**src/rtl/lifo_stack_pkg.sv**
```systemverilog
// Shared definitions for the LIFO stack: the per-edge operation encoding
// and the pure decode that turns raw requests plus status into one operation.
package lifo_stack_pkg;

   typedef enum logic [2:0] {
      OP_NONE,
      OP_PUSH,
      OP_POP,
      OP_REPLACE,
      OP_CLEAR,
      OP_OVF,
      OP_UNF
   } lifo_op_e;

   // Priority: clear, then push+pop (replace, or plain push on empty),
   // then lone push, then lone pop.
   function automatic lifo_op_e lifo_decode(input logic push,
                                            input logic pop,
                                            input logic clear,
                                            input logic empty,
                                            input logic full);
      lifo_op_e op;
      op = OP_NONE;
      if (clear) begin
         op = OP_CLEAR;
      end else if (push && pop) begin
         op = empty ? OP_PUSH : OP_REPLACE;
      end else if (push) begin
         op = full ? OP_OVF : OP_PUSH;
      end else if (pop) begin
         op = empty ? OP_UNF : OP_POP;
      end
      return op;
   endfunction

endpackage

```
**src/rtl/lifo_stack_mem.sv**
```systemverilog
// Storage array for the LIFO stack: one synchronous write port and one
// asynchronous read port. Contents are deliberately not reset; validity is
// tracked by the occupancy count in the top level.
module lifo_stack_mem #(
   parameter int DATA_W = 8,
   parameter int DEPTH  = 32,
   parameter int AW     = $clog2(DEPTH)
) (
   input  logic              clk,
   input  logic              we,
   input  logic [AW-1:0]     waddr,
   input  logic [DATA_W-1:0] wdata,
   input  logic [AW-1:0]     raddr,
   output logic [DATA_W-1:0] rdata
);

   logic [DATA_W-1:0] mem_q [DEPTH];

   // Write the addressed entry on the rising edge when enabled.
   always_ff @(posedge clk) begin
      if (we) begin
         mem_q[waddr] <= wdata;
      end
   end

   assign rdata = mem_q[raddr];

endmodule

```
**src/rtl/lifo_stack.sv**
```systemverilog
// Parametrised synchronous LIFO stack with occupancy count, status flags,
// replace-top on simultaneous push+pop, synchronous clear and registered
// overflow/underflow pulses.
module lifo_stack
   import lifo_stack_pkg::*;
#(
   parameter int DATA_W    = 8,
   parameter int DEPTH     = 32,
   parameter int AFULL_LVL = DEPTH - 2,
   parameter int CNT_W     = $clog2(DEPTH + 1)
) (
   input  logic              clk,
   input  logic              rst_n,
   input  logic              push,
   input  logic              pop,
   input  logic              clear,
   input  logic [DATA_W-1:0] d_in,
   output logic [DATA_W-1:0] d_out,
   output logic [CNT_W-1:0]  count,
   output logic              empty,
   output logic              full,
   output logic              almost_full,
   output logic              overflow,
   output logic              underflow
);

   localparam int AW = $clog2(DEPTH);

   logic [CNT_W-1:0]  count_q, count_d;
   logic              overflow_q, overflow_d;
   logic              underflow_q, underflow_d;
   lifo_op_e          op;
   logic              mem_we;
   logic [AW-1:0]     mem_waddr;
   logic [AW-1:0]     top_addr;
   logic [DATA_W-1:0] mem_rdata;

   // Status is decoded from the registered count only.
   assign empty       = (count_q == '0);
   assign full        = (count_q == CNT_W'(DEPTH));
   assign almost_full = (count_q >= CNT_W'(AFULL_LVL));
   assign count       = count_q;
   assign overflow    = overflow_q;
   assign underflow   = underflow_q;

   assign op = lifo_decode(push, pop, clear, empty, full);

   // Top entry sits at count-1; on empty this wraps but d_out masks it.
   assign top_addr  = AW'(count_q) - AW'(1);
   assign mem_waddr = (op == OP_REPLACE) ? top_addr : AW'(count_q);

   // Next count, memory write enable and error pulses from the decoded op.
   always_comb begin
      count_d     = count_q;
      mem_we      = 1'b0;
      overflow_d  = 1'b0;
      underflow_d = 1'b0;
      case (op)
         OP_CLEAR:   count_d = '0;
         OP_PUSH: begin
            mem_we  = 1'b1;
            count_d = count_q + CNT_W'(1);
         end
         OP_REPLACE: mem_we = 1'b1;
         OP_POP:     count_d = count_q - CNT_W'(1);
         OP_OVF:     overflow_d = 1'b1;
         OP_UNF:     underflow_d = 1'b1;
         default:    ;
      endcase
   end

   // Occupancy and error-pulse registers, cleared asynchronously.
   always_ff @(posedge clk or negedge rst_n) begin
      if (!rst_n) begin
         count_q     <= '0;
         overflow_q  <= 1'b0;
         underflow_q <= 1'b0;
      end else begin
         count_q     <= count_d;
         overflow_q  <= overflow_d;
         underflow_q <= underflow_d;
      end
   end

   lifo_stack_mem #(
      .DATA_W(DATA_W),
      .DEPTH (DEPTH),
      .AW    (AW)
   ) u_mem (
      .clk  (clk),
      .we   (mem_we),
      .waddr(mem_waddr),
      .wdata(d_in),
      .raddr(top_addr),
      .rdata(mem_rdata)
   );

   assign d_out = empty ? '0 : mem_rdata;

endmodule

```
**config.mk**
```make
export PLATFORM = sky130hd
export DESIGN_NAME = lifo_stack
export DESIGN_NICKNAME = d
export VERILOG_FILES = /design/src/rtl/lifo_stack_pkg.sv /design/src/rtl/lifo_stack_mem.sv /design/src/rtl/lifo_stack.sv
export SDC_FILE = /design/constraint.sdc
export NUM_CORES = 1
export LEC_CHECK = 0
export CORE_UTILIZATION = 55
export CTS_BUF_LIST = sky130_fd_sc_hd__clkbuf_16
export CTS_CLUSTER_DIAMETER = 50
export DETAILED_ROUTE_END_ITERATION = 8
export PLACE_DENSITY_LB_ADDON = 0.12
export SYNTH_ARGS = -nofsm -noshare
export SYNTH_HDL_FRONTEND = slang
export SYNTH_SLANG_ARGS = --single-unit
```
**constraint.sdc**
```tcl
create_clock -name clk -period 5.4 [get_ports clk]
set_input_delay 0.81 -clock clk [delete_from_list [all_inputs] [get_ports clk]]
set_output_delay 0.81 -clock clk [all_outputs]
set_load 0.01 [all_outputs]
```
# After elaboration in Yosys (flattened, before gate mapping)
# Memory sizes are Yosys's and may differ from the RTL's.
# Index checks and enable logic that the tools add are counted.
[word_totals]
register_bits = 8
ramBits = 256
out_inout_bits = 19
wordCells = 34
n_memories = 1
[op_classes]
add_sub_neg = 3
order_cmp = 1
n_eq_ne = 7
mux = 15
reduce_logical = 4
[memory_table]
columns = ["memory", "depth", "word_bits", "read_ports", "rd_ports_with_merged_regs", "write_ports", "line_no", "rtl"]
rows = [
  ["u_mem.mem_q", 32, 8, 1, 0, 1, "lifo_stack_mem.sv:17", "logic [DATA_W-1:0] mem_q [DEPTH];"],
]
[op_table]
columns = ["op", "count"]
rows = [
  ["2-to-1 mux 3 bit", 6],
  ["case mux 6 bit (3 select lines)", 1],
  ["== test 3 bit, second input constant", 3],
  ["2-to-1 mux 8 bit", 1],
  ["adder 6 x 1 -> 6 bit, second input constant", 1],
  ["== test 3 x 2 -> 1 bit, second input constant", 2],
  ["== test 6 bit, second input constant", 1],
  [">= comparator 6 x 5 -> 1 bit, second input constant", 1],
  ["zero test 6 bit", 1],
  ["subtractor 6 x 1 -> 6 bit, second input constant", 1],
  ["2-to-1 mux 1 bit", 5],
  ["2-to-1 mux 5 bit", 1],
  ["subtractor 5 x 1 -> 5 bit, second input constant", 1],
  ["== test 3 x 1 -> 1 bit, second input constant", 1],
  ["nonzero test 3 bit", 1],
  ["2-to-1 mux 2 bit", 1],
  ["OR reduction 2 bit", 1],
  ["logical AND 1 bit", 1],
]

# Depth between registers and ports, before layout
[depth]
depth_word = 11
depth_mapped = 12

# Modules after synthesis
# A second synthesis with hierarchy kept.
[unflattened]
hier_cells = 510
area_unflattened_um2 = 10730.3
[modules_own_cells]
columns = ["mod", "n_inst", "cells_each", "area_each_um2"]
rows = [
  ["lifo_stack_mem", 1, 409, 9893.2],
  ["lifo_stack", 1, 101, 837.1],
]

# Worst setup path after synthesis
# No wires, ideal clock.
[synth_path]
path_type = "reg2out"
startpoint = "reg count_q[0] (netlist: count[0])"
endpoint = "out d_out[0]"
arrival_ns = 2.517
setup_slack_ns = 2.073
stages_incl_launch_ff = 9
cell_sequence = "dfrtp_1 buf_2 inv_1 ha_1 buf_1 clkbuf_1 mux4_2 mux2i_1 o221ai_1"
[synth_via]
elab_chain_len = 3
word_cells_on_any_way = 4
classes_between = "add/sub: 1; mux: 1; reduce/logical: 1; memory: 1"
[synth_lines]
columns = ["element", "line_no", "rtl"]
rows = [
  ["from (decl)", "lifo_stack.sv:29", "logic [CNT_W-1:0] count_q, count_d;"],
  ["from (signal assigned)", "lifo_stack.sv:79", "count_q <= count_d;"],
  ["subtractor 5 x 1 -> 5 bit", "lifo_stack.sv:49", "assign top_addr = AW'(count_q) - AW'(1);"],
  ["memory read (32 x 8 bit)", "n/a", ""],
  ["2-to-1 mux 8 bit (*)", "lifo_stack.sv:98", "assign d_out = empty ? '0 : mem_rdata;"],
  ["to (decl)", "lifo_stack.sv:18", "output logic [DATA_W-1:0] d_out,"],
]
# Mark *: on every way between the ends. The rest lies on a longest branch, timed or not.

# Worst setup path after layout
[layout_path]
startpoint = "reg count_q[1] (netlist: count[1])"
endpoint = "out d_out[2]"
# The elaborated chain is that of the path after synthesis.

==> impl_metrics.ini <==
[power]
p_per_area_nw_per_um2 = 531
vdd_drop_max_mv = 0.431
power.total_w = 0.00666
leakage_nw = 4.09

[clocking]
post_cts_buffers = 0
cts_buffer_depth = 3
clk_pin_slew_worst_paths_ps = 60
cts_resized = 0
clk_latency_ps = 520
cts.htree.levels = 1
ctsHoldBuffers = 0
cts-root-buf = clkbuf_16
clock-sinks = 264
cts_tree = yes
cts_buffers = 27

[logic_synthesis]
ys.flop_type = edfxtp_1
synth_cell_types = 57
synth_compound_area_share_pct = 4.54
syn_inst = 579
yosys_warnings = 0
yosys_register_bits = 264
synth_nets = 599
muxShareOfSynthArea_pct = 16.0
netlist_area_um2 = 11000
ys_async_sr_fraction_pct = 3.03
synth_edf_count = 256
synth.avg_cell_area_um2 = 19.1
synth_top_family_by_area = multiplexers
yosys.area_share.adder_pct = 0.862
synth-simple-area-share_pct = 4.71
synthXorXnorAreaFrac_pct = 0.635
synth.yosys.seq_area_share_pct = 71.5

[hold_path]
min_path_type = in2async

[placed_design]
gp_congestion = 0.909
pre_cts_ws_ps = 1080
placed_area_um2 = 11600
port_buffers = 31
placedCellCount = 855
dp_hpwl_mm = 14.1

[sta]
fin_crit_sh_pct = 90.5
max_freq_mhz = 205
finalHoldViolations = 0
fin_crit_ps = 4890
skew_ps = 13.5
relSlewSlack_pct = 12.6
drv_slew = 0
rsz0062_at_grt = false
setup_slack_ps = 515
worstMarginPinSlew_ps = 1310
tns_ps = 0
finalSetupViolations = 0

[floorplan]
rows = 51
die_x_um = 144
num_io_pins = 32
die_h_um = 144
start_util_pct = 56.3
dieArea_um2 = 20600
fp.coreArea_um2 = 19600

[final_layout]
final_common_cell = edfxtp_1
final-seq-area_um2 = 7890
synthToLayoutAreaGrowth_pct = 13.7
finalNetCount = 639
nFillCells = 1363
final_cell_mix = edfxtp_1, mux4_2, nor2_1
drive_gt1_share_pct = 21.0
multiInputGateArea_um2 = 2970
finalNonFillerCells = 904
postLayoutCellArea_um2 = 12500
num_antenna_cells = 0

[critical_path]
cp-start-kind = flip-flop
reg2reg_depth = 8
crit_type = reg2out
critPathRequiredTime_ps = 4590
crit_fanout = 36
setup.worst_path.end_class = primary output
crit_arrival_ps = 4080

[grt]
grt_pass1_wl_mm = 34.4
grt_pass1_vias = 5635
antenna_found_initial = 0
overflow = 0
grt_max_degree = 45
grt_usage_pct = 23.2

[flow_run]
maxCapViolCount = 0

[route]
antenna_left = 0
drcViolationCount = 0
vias = 5572
drt_wl_total_mm = 22.6
firstDrtPassIters = 4
avgRoutedWirePerCell_um = 25.0
dr.first_iter.drc_count = 348
vias_per_cell = 6.16

[run_status]
status = complete, no violations
-- cell type report --
class	count	share of cell area [%]
Clock inverter	22	1.73
Tap cell	265	2.64
Multi-Input combinational cell	274	23.7
Clock buffer	27	5.39
Inverter	9	0.269
Sequential cell	264	62.9
Timing Repair Buffer	43	3.39
-- Yosys cell counts, types with 4 or more instances --
cell type / n / share of area, %
nor2_1: 35 / 1.2
a31oi_1: 5 / 0.28
nor4_1: 4 / 0.23
o221ai_1: 8 / 0.64
mux4_2: 64 / 13
dfrtp_1: 8 / 1.8
nand3_1: 5 / 0.23
xor2_1: 5 / 0.40
edfxtp_1: 256 / 70
a21oi_1: 10 / 0.45
buf_2: 14 / 0.64
inv_1: 9 / 0.31
nor3_1: 17 / 0.77
o22a_1: 7 / 0.56
mux2i_1: 32 / 2.9
o21ai_0: 7 / 0.32
ha_1: 6 / 0.68
clkbuf_1: 11 / 0.37
nand2_1: 18 / 0.61
-- critical path: stages (launching register included) --
cell	delay [ps]
dfrtp_1	590
inv_1	160
ha_2	930
buf_12	320
mux4_2	330
nand2_1	110
nand3_1	120
a32oi_1	220
o221ai_1	190
clkdlybuf4s50_1	520
-- state kept, by name (all words and copies together), names as in the netlist --
| name | flops |
|---|---|
| underflow | 1 |
| overflow | 1 |
| count | 6 |
| u_mem.mem_q | 256 |
-- through the flow --
stage | hold WS [ps] | util, %
6_report | 583 | 64.0
5_1_grt | 603 | 64.0
4_1_cts | 582 | 64.0
3_5_place_dp | 687 | 59.5
3_3_place_gp | 659 | 59.5
2_1_floorplan | 514 | -
-- worst paths after layout --
path / from / end / slack, ps
min in group clk: count[5] / underflow / 710
setup reg to reg: count[1] / u_mem.mem_q[20][2] / 1370
hold reg to reg: count[5] / underflow / 710
max in group asynchronous: rst_n / count[0] / 4500
setup / recovery: count[1] / d_out[2] / 510
hold / removal: rst_n / count[3] / 580
-- report_power, final --
| part | switching [W] | internal (W) | leakage (nW) |
|---|---|---|---|
| Combinational | 0.00131 | 0.00112 | 1.24 |
| Clock | 0.000754 | 0.00110 | 0.440 |
| Sequential | 0.0000743 | 0.00231 | 2.41 |
| Total | 0.00213 | 0.00453 | 4.09 |
-- layer usage --
| layer | up-vias | GRT usage (%) | wire, um |
|---|---|---|---|
| li1 | 2471 | - | - |
| met1 | 2890 | 35.9 | 10300 |
| met2 | 180 | 35.5 | 10700 |
| met3 | 31 | 2.43 | 1120 |
| met4 | 0 | 6.49 | 466 |
| met5 | - | 0 | 0 |
-- cell families (layout without fill, tap and decap cells) --
group,after synthesis,after routing
muxes,96,96
and+or+nand+nor,99,99
AOI/OAI and AO/OA,64,64
xor gates and xnor gates,8,8
DFF,264,264
buffers and inverters,41,101
adders and majority gates,7,7
No activity file was read; power rests on OpenSTA's default activity.
